===== src/rtl/bus_arbiter.sv =====
// Round-robin arbiter for the shared address/data bus: one master owns the slave side
// at a time, with a burst limit that only the owner's lock can override.
module bus_arbiter #(
    parameter int unsigned NUM_REQ    = 4,
    parameter int unsigned ADDR_WIDTH = 16,
    parameter int unsigned DATA_WIDTH = 8,
    parameter int unsigned MAX_BURST  = 8
) (
    input  logic                           clk,
    input  logic                           reset,
    input  logic [NUM_REQ-1:0]             req,
    input  logic [NUM_REQ-1:0]             lock,
    input  logic [NUM_REQ-1:0]             we_in,
    input  logic [NUM_REQ*ADDR_WIDTH-1:0]  addr_in,
    input  logic [NUM_REQ*DATA_WIDTH-1:0]  wdata_in,
    output logic [NUM_REQ-1:0]             gnt,
    output logic [NUM_REQ-1:0]             ack,
    output logic [DATA_WIDTH-1:0]          rdata,
    output logic [ADDR_WIDTH-1:0]          mem_addr,
    output logic [DATA_WIDTH-1:0]          mem_wdata,
    output logic                           mem_we,
    output logic                           mem_oe,
    input  logic [DATA_WIDTH-1:0]          mem_rdata,
    output logic                           busy,
    output logic [2:0]                     owner
);

    localparam int unsigned IDX_W      = 3;
    localparam logic [7:0]  BURST_LAST = 8'(MAX_BURST - 1);
    localparam logic [7:0]  BEAT_SAT   = 8'hFF;

    typedef enum logic {
        S_IDLE,
        S_OWN
    } state_t;

    state_t                 state;
    logic [IDX_W-1:0]       last;
    logic [7:0]             beat_cnt;

    logic [7:0]             req_pad;
    logic [IDX_W-1:0]       cand;
    logic [IDX_W-1:0]       win;
    logic                   win_valid;
    logic [NUM_REQ-1:0]     win_oh;

    logic                   sel_req;
    logic                   sel_lock;
    logic                   sel_we;
    logic [ADDR_WIDTH-1:0]  sel_addr;
    logic [DATA_WIDTH-1:0]  sel_wdata;
    logic                   own;

    // Round-robin pick: first requester after the previous owner.
    always_comb begin
        req_pad   = 8'(req);
        cand      = '0;
        win       = '0;
        win_valid = 1'b0;
        for (int k = 1; k <= int'(NUM_REQ); k++) begin
            cand = IDX_W'((int'(last) + k) % int'(NUM_REQ));
            if (!win_valid && req_pad[cand]) begin
                win       = cand;
                win_valid = 1'b1;
            end
        end
        win_oh = '0;
        for (int i = 0; i < int'(NUM_REQ); i++) begin
            win_oh[i] = (win == IDX_W'(i));
        end
    end

    // Owner's request lines steered onto the slave side.
    always_comb begin
        sel_req   = 1'b0;
        sel_lock  = 1'b0;
        sel_we    = 1'b0;
        sel_addr  = '0;
        sel_wdata = '0;
        for (int i = 0; i < int'(NUM_REQ); i++) begin
            if (owner == IDX_W'(i)) begin
                sel_req   = req[i];
                sel_lock  = lock[i];
                sel_we    = we_in[i];
                sel_addr  = addr_in[i*ADDR_WIDTH +: ADDR_WIDTH];
                sel_wdata = wdata_in[i*DATA_WIDTH +: DATA_WIDTH];
            end
        end
    end

    assign own       = (state == S_OWN);
    assign mem_we    = own & sel_req & sel_we;
    assign mem_oe    = own & sel_req & ~sel_we;
    assign mem_addr  = own ? sel_addr : '0;
    assign mem_wdata = own ? sel_wdata : '0;
    assign ack       = gnt & {NUM_REQ{own & sel_req}};
    assign rdata     = mem_oe ? mem_rdata : '0;
    assign busy      = |gnt;

    // Grant/ownership state; release forces one idle cycle before the next owner.
    always_ff @(posedge clk or posedge reset) begin
        if (reset) begin
            state    <= S_IDLE;
            gnt      <= '0;
            owner    <= '0;
            last     <= IDX_W'(NUM_REQ - 1);
            beat_cnt <= '0;
        end else begin
            case (state)
                S_IDLE: begin
                    if (win_valid) begin
                        state    <= S_OWN;
                        gnt      <= win_oh;
                        owner    <= win;
                        beat_cnt <= '0;
                    end
                end
                S_OWN: begin
                    if (sel_req && beat_cnt != BEAT_SAT) begin
                        beat_cnt <= beat_cnt + 8'd1;
                    end
                    if (!sel_req || (!sel_lock && beat_cnt >= BURST_LAST)) begin
                        state <= S_IDLE;
                        gnt   <= '0;
                        last  <= owner;
                        owner <= '0;
                    end
                end
                default: state <= S_IDLE;
            endcase
        end
    end

    a_gnt_onehot: assert property (@(posedge clk) disable iff (reset) $onehot0(gnt));
    a_ack_subset: assert property (@(posedge clk) disable iff (reset) (ack & ~gnt) == '0);
    a_we_oe_excl: assert property (@(posedge clk) disable iff (reset) !(mem_we && mem_oe));

endmodule


===== config.mk =====
export PLATFORM = sky130hd
export DESIGN_NAME = bus_arbiter
export DESIGN_NICKNAME = d
export VERILOG_FILES = /design/src/rtl/bus_arbiter.sv
export SDC_FILE = /design/constraint.sdc
export NUM_CORES = 1
export LEC_CHECK = 0
export ABC_AREA = 1
export BUFFER_PORTS_ARGS = -buffer_cell sky130_fd_sc_hd__buf_2
export CAP_MARGIN = 20
export CORE_MARGIN = 2
export CORE_UTILIZATION = 39
export DETAILED_ROUTE_END_ITERATION = 8
export PLACE_DENSITY = 0.86
export REMOVE_ABC_BUFFERS = 1
export SETUP_SLACK_MARGIN = 0.02
export SLEW_MARGIN = 10
export SYNTH_ARGS = -nofsm -noshare
export SYNTH_HDL_FRONTEND = slang
export SYNTH_SLANG_ARGS = --single-unit

===== constraint.sdc =====
create_clock -name clk -period 1.7 [get_ports clk]
set_input_delay 0.255 -clock clk [delete_from_list [all_inputs] [get_ports clk]]
set_output_delay 0.255 -clock clk [all_outputs]
set_load 0.1 [all_outputs]

==> impl_metrics.json <==
{
  "hold_viol_final": 0,
  "syn_to_final_growth_pct": 114,
  "syn_inst": 357,
  "die_h_um": 78.2,
  "met3_length_mm": 1.47,
  "status": "complete, but fails checks",
  "violations": "DRC, setup timing",
  "grt_max_degree": 20,
  "dp_hpwl_mm": 7.47,
  "final_cells": 627,
  "cts_num_sinks": 17,
  "insertion_delay_ns": 0.26,
  "pre_cts_slack_ns": -0.343,
  "cp_slowest_cell": "dfrtp_2",
  "num_rows": 27,
  "setup_ws_ns": -0.616,
  "grt_util_all_layers_pct": 32.2,
  "reg2reg_from": "owner[1]",
  "reg2reg_to": "gnt[1]",
  "fin_util_pct": 84.8,
  "drive_gt1_share_pct": 62.4,
  "critPathMostFrequentCell": "buf_12",
  "ys_warn_count": 0,
  "die_w_um": 78.2,
  "max-slew-margin-rel_pct": 54.8,
  "crit_family": "buffers and inverters",
  "reg2regPathDepth": 12,
  "routed_wirelength_mm": 13.3,
  "netlist_area_um2": 2150,
  "ys_ff_latch": 17,
  "drc": 1,
  "cp_num_cells": 10,
  "io_buffers": 162,
  "gr-total-overflow": 0,
  "ioPinCount": 164,
  "rsz0062_at_grt": "true",
  "initial_core_util_pct": 39.7,
  "fin_crit_sh_pct": 136,
  "drtPass1Iterations": 9,
  "numCtsBuffers": 3,
  "cts_buffer_depth": 2,
  "cts_root_buf": "clkbuf_8",
  "fmax_mhz": 432,
  "critical_path_class": "flop to output port",
  "worst-r2r-setup-slack_ns": -0.34,
  "cp.arrival_ns": 2.06,
  "worst_pin_slew_ns": 0.677,
  "hp-class": "input pin to asynchronous set/reset pin",
  "critPathCaptureType": "output port",
  "worstPathMaxFanout": 8,
  "grt_pass1_wl_mm": 16.0,
  "finClkSkew_ns": 0.00591,
  "cts_tree": "done",
  "core_um2": 5410,
  "htree_levels": 1,
  "wl_per_cell_um": 21.2,
  "gp_congestion": 0.883,
  "drt-initial-drc-count": 357,
  "via_per_inst": 6.07,
  "top_layer_used": "met4",
  "clkTransAtPathRegs_ns": 0.08,
  "dieArea_um2": 6110,
  "cp.required_ns": 1.44,
  "layout_min_cycle_time_ns": 2.32,
  "ant_nets": 0,
  "ys_seq_area_share_pct": 19.9,
  "syn_avg_cell_area_um2": 6.01,
  "placed_cells": 599,
  "wl_met2_mm": 6.59,
  "setup_viol": 55,
  "maxCapViolations": 0,
  "grt_pass1_vias": 3443,
  "slowest_delay_ns": 0.51,
  "vias": 3806,
  "wirelength_met1_mm": 4.20,
  "synthDistinctLibCells": 34,
  "maxSlewViolCount": 0,
  "final_nets": 673,
  "hold_ws_ns": 0.0869,
  "cp_cell_sequence": "inv_4 -> nand3_1 -> nand4_4 -> nand2_4 -> nor2_2 -> buf_6 -> clkinvlp_4 -> buf_12 -> nor2_4 -> buf_12",
  "antenna_found_initial": 1,
  "startpoint_type": "flop",
  "crit_buf_inv": 5
}
[cells by family (layout without fill, tap and decap cells)]
| kind of cell | after synthesis | count (layout) | share of synthesized area (%) |
|---|---|---|---|
| DFF | 17 | 17 | 19.9 |
| buffers and inverters | 70 | 265 | 14.2 |
| and+or+nand+nor | 198 | 199 | 44.5 |
| other | 1 | 3 | 0.175 |
| xor gates and xnor gates | 2 | 2 | 0.816 |
| AOI/OAI and AO/OA | 68 | 68 | 19.8 |
| adders and majority gates | 1 | 1 | 0.583 |
[layout make-up]
class	instances	area (um2)
multi-input combinational	271	1900
timing repair buffer	209	1890
fill	241	821
sequential	17	429
inverter	51	218
tap	72	90.1
clock buffer	3	41.3
timing repair inverter	1	7.51
clock inverter	1	5.00
antenna	2	5.00
[worst max-delay path by stage]
stage                   from  endpoint  slack [ns]
floorplan           owner[0]  rdata[0]       -3.91
global placement    owner[1]  rdata[0]       -0.24
detailed placement  owner[1]  rdata[4]       -0.34
CTS                 owner[1]  rdata[4]       -0.49
global route        owner[1]  rdata[5]       -0.69
finish              owner[1]  rdata[0]       -0.62
[registers in the layout, indices dropped and copies added, names as in the netlist]
name,count
own,1
beat_cnt,8
gnt,4
owner,2
last,2
[timing repair]
item | CTS | global route
endpoints found under the setup margin | 54 | 55
hold buffers | 0 | 0
resized for setup | 66 | 97
pin swaps | 13 | 30
buffers inserted | 6 | 16
cloned | 2 | 1
[metal layers]
metal / GRT usage (%) / vias to the layer above
li1: - / 1571
met1: 33.3 / 1741
met2: 62.1 / 382
met3: 6.09 / 112
met4: 14.9 / 0
met5: 0 / -
[Yosys cell counts, drive strengths merged]
| master | instances | area share, % |
|---|---|---|
| o221ai | 10 | 4.1 |
| dfstp | 2 | 2.4 |
| inv | 49 | 8.8 |
| ha | 1 | 0.58 |
| clkinv | 2 | 0.35 |
| buf | 9 | 3.3 |
| o211ai | 14 | 4.9 |
| clkbuf | 10 | 1.7 |
| nor3 | 1 | 0.23 |
| nand3 | 47 | 12 |
| conb | 1 | 0.17 |
| and3 | 1 | 0.29 |
| dfrtp | 15 | 17 |
| nand4 | 7 | 2.7 |
| a21oi | 16 | 3.7 |
| o21ai | 28 | 7.1 |
| nor2 | 48 | 10 |
| xor2 | 2 | 0.82 |
| nand2 | 94 | 20 |
[stage by stage]
step,TNS [ns],cell area [um2]
after detailed placement,-8.15,3770
after CTS,-14.26,4130
after global routing,-24.01,4580
after floorplan,-99.69,2040
after global placement,-4.07,3770
final,-19.54,4580
[layout by cell type, fill, tap and decap left out, drive strengths merged]
cell type	netlist	layout
conb	1	1
ha	1	1
o221ai	10	10
a21oi	16	16
nand3	47	47
inv	49	46
clkbuf	10	3
nor3	1	1
diode	0	2
dfrtp	15	15
and3	1	1
clkinvlp	0	4
buf	9	209
nor2	48	48
o21ai	28	28
nand4	7	7
clkinv	2	3
dfstp	2	2
o211ai	14	14
xor2	2	2
nand2	94	95
Power is not shown: default switching activity piles up to over one toggle a cycle in this logic, so the estimate is an artifact.
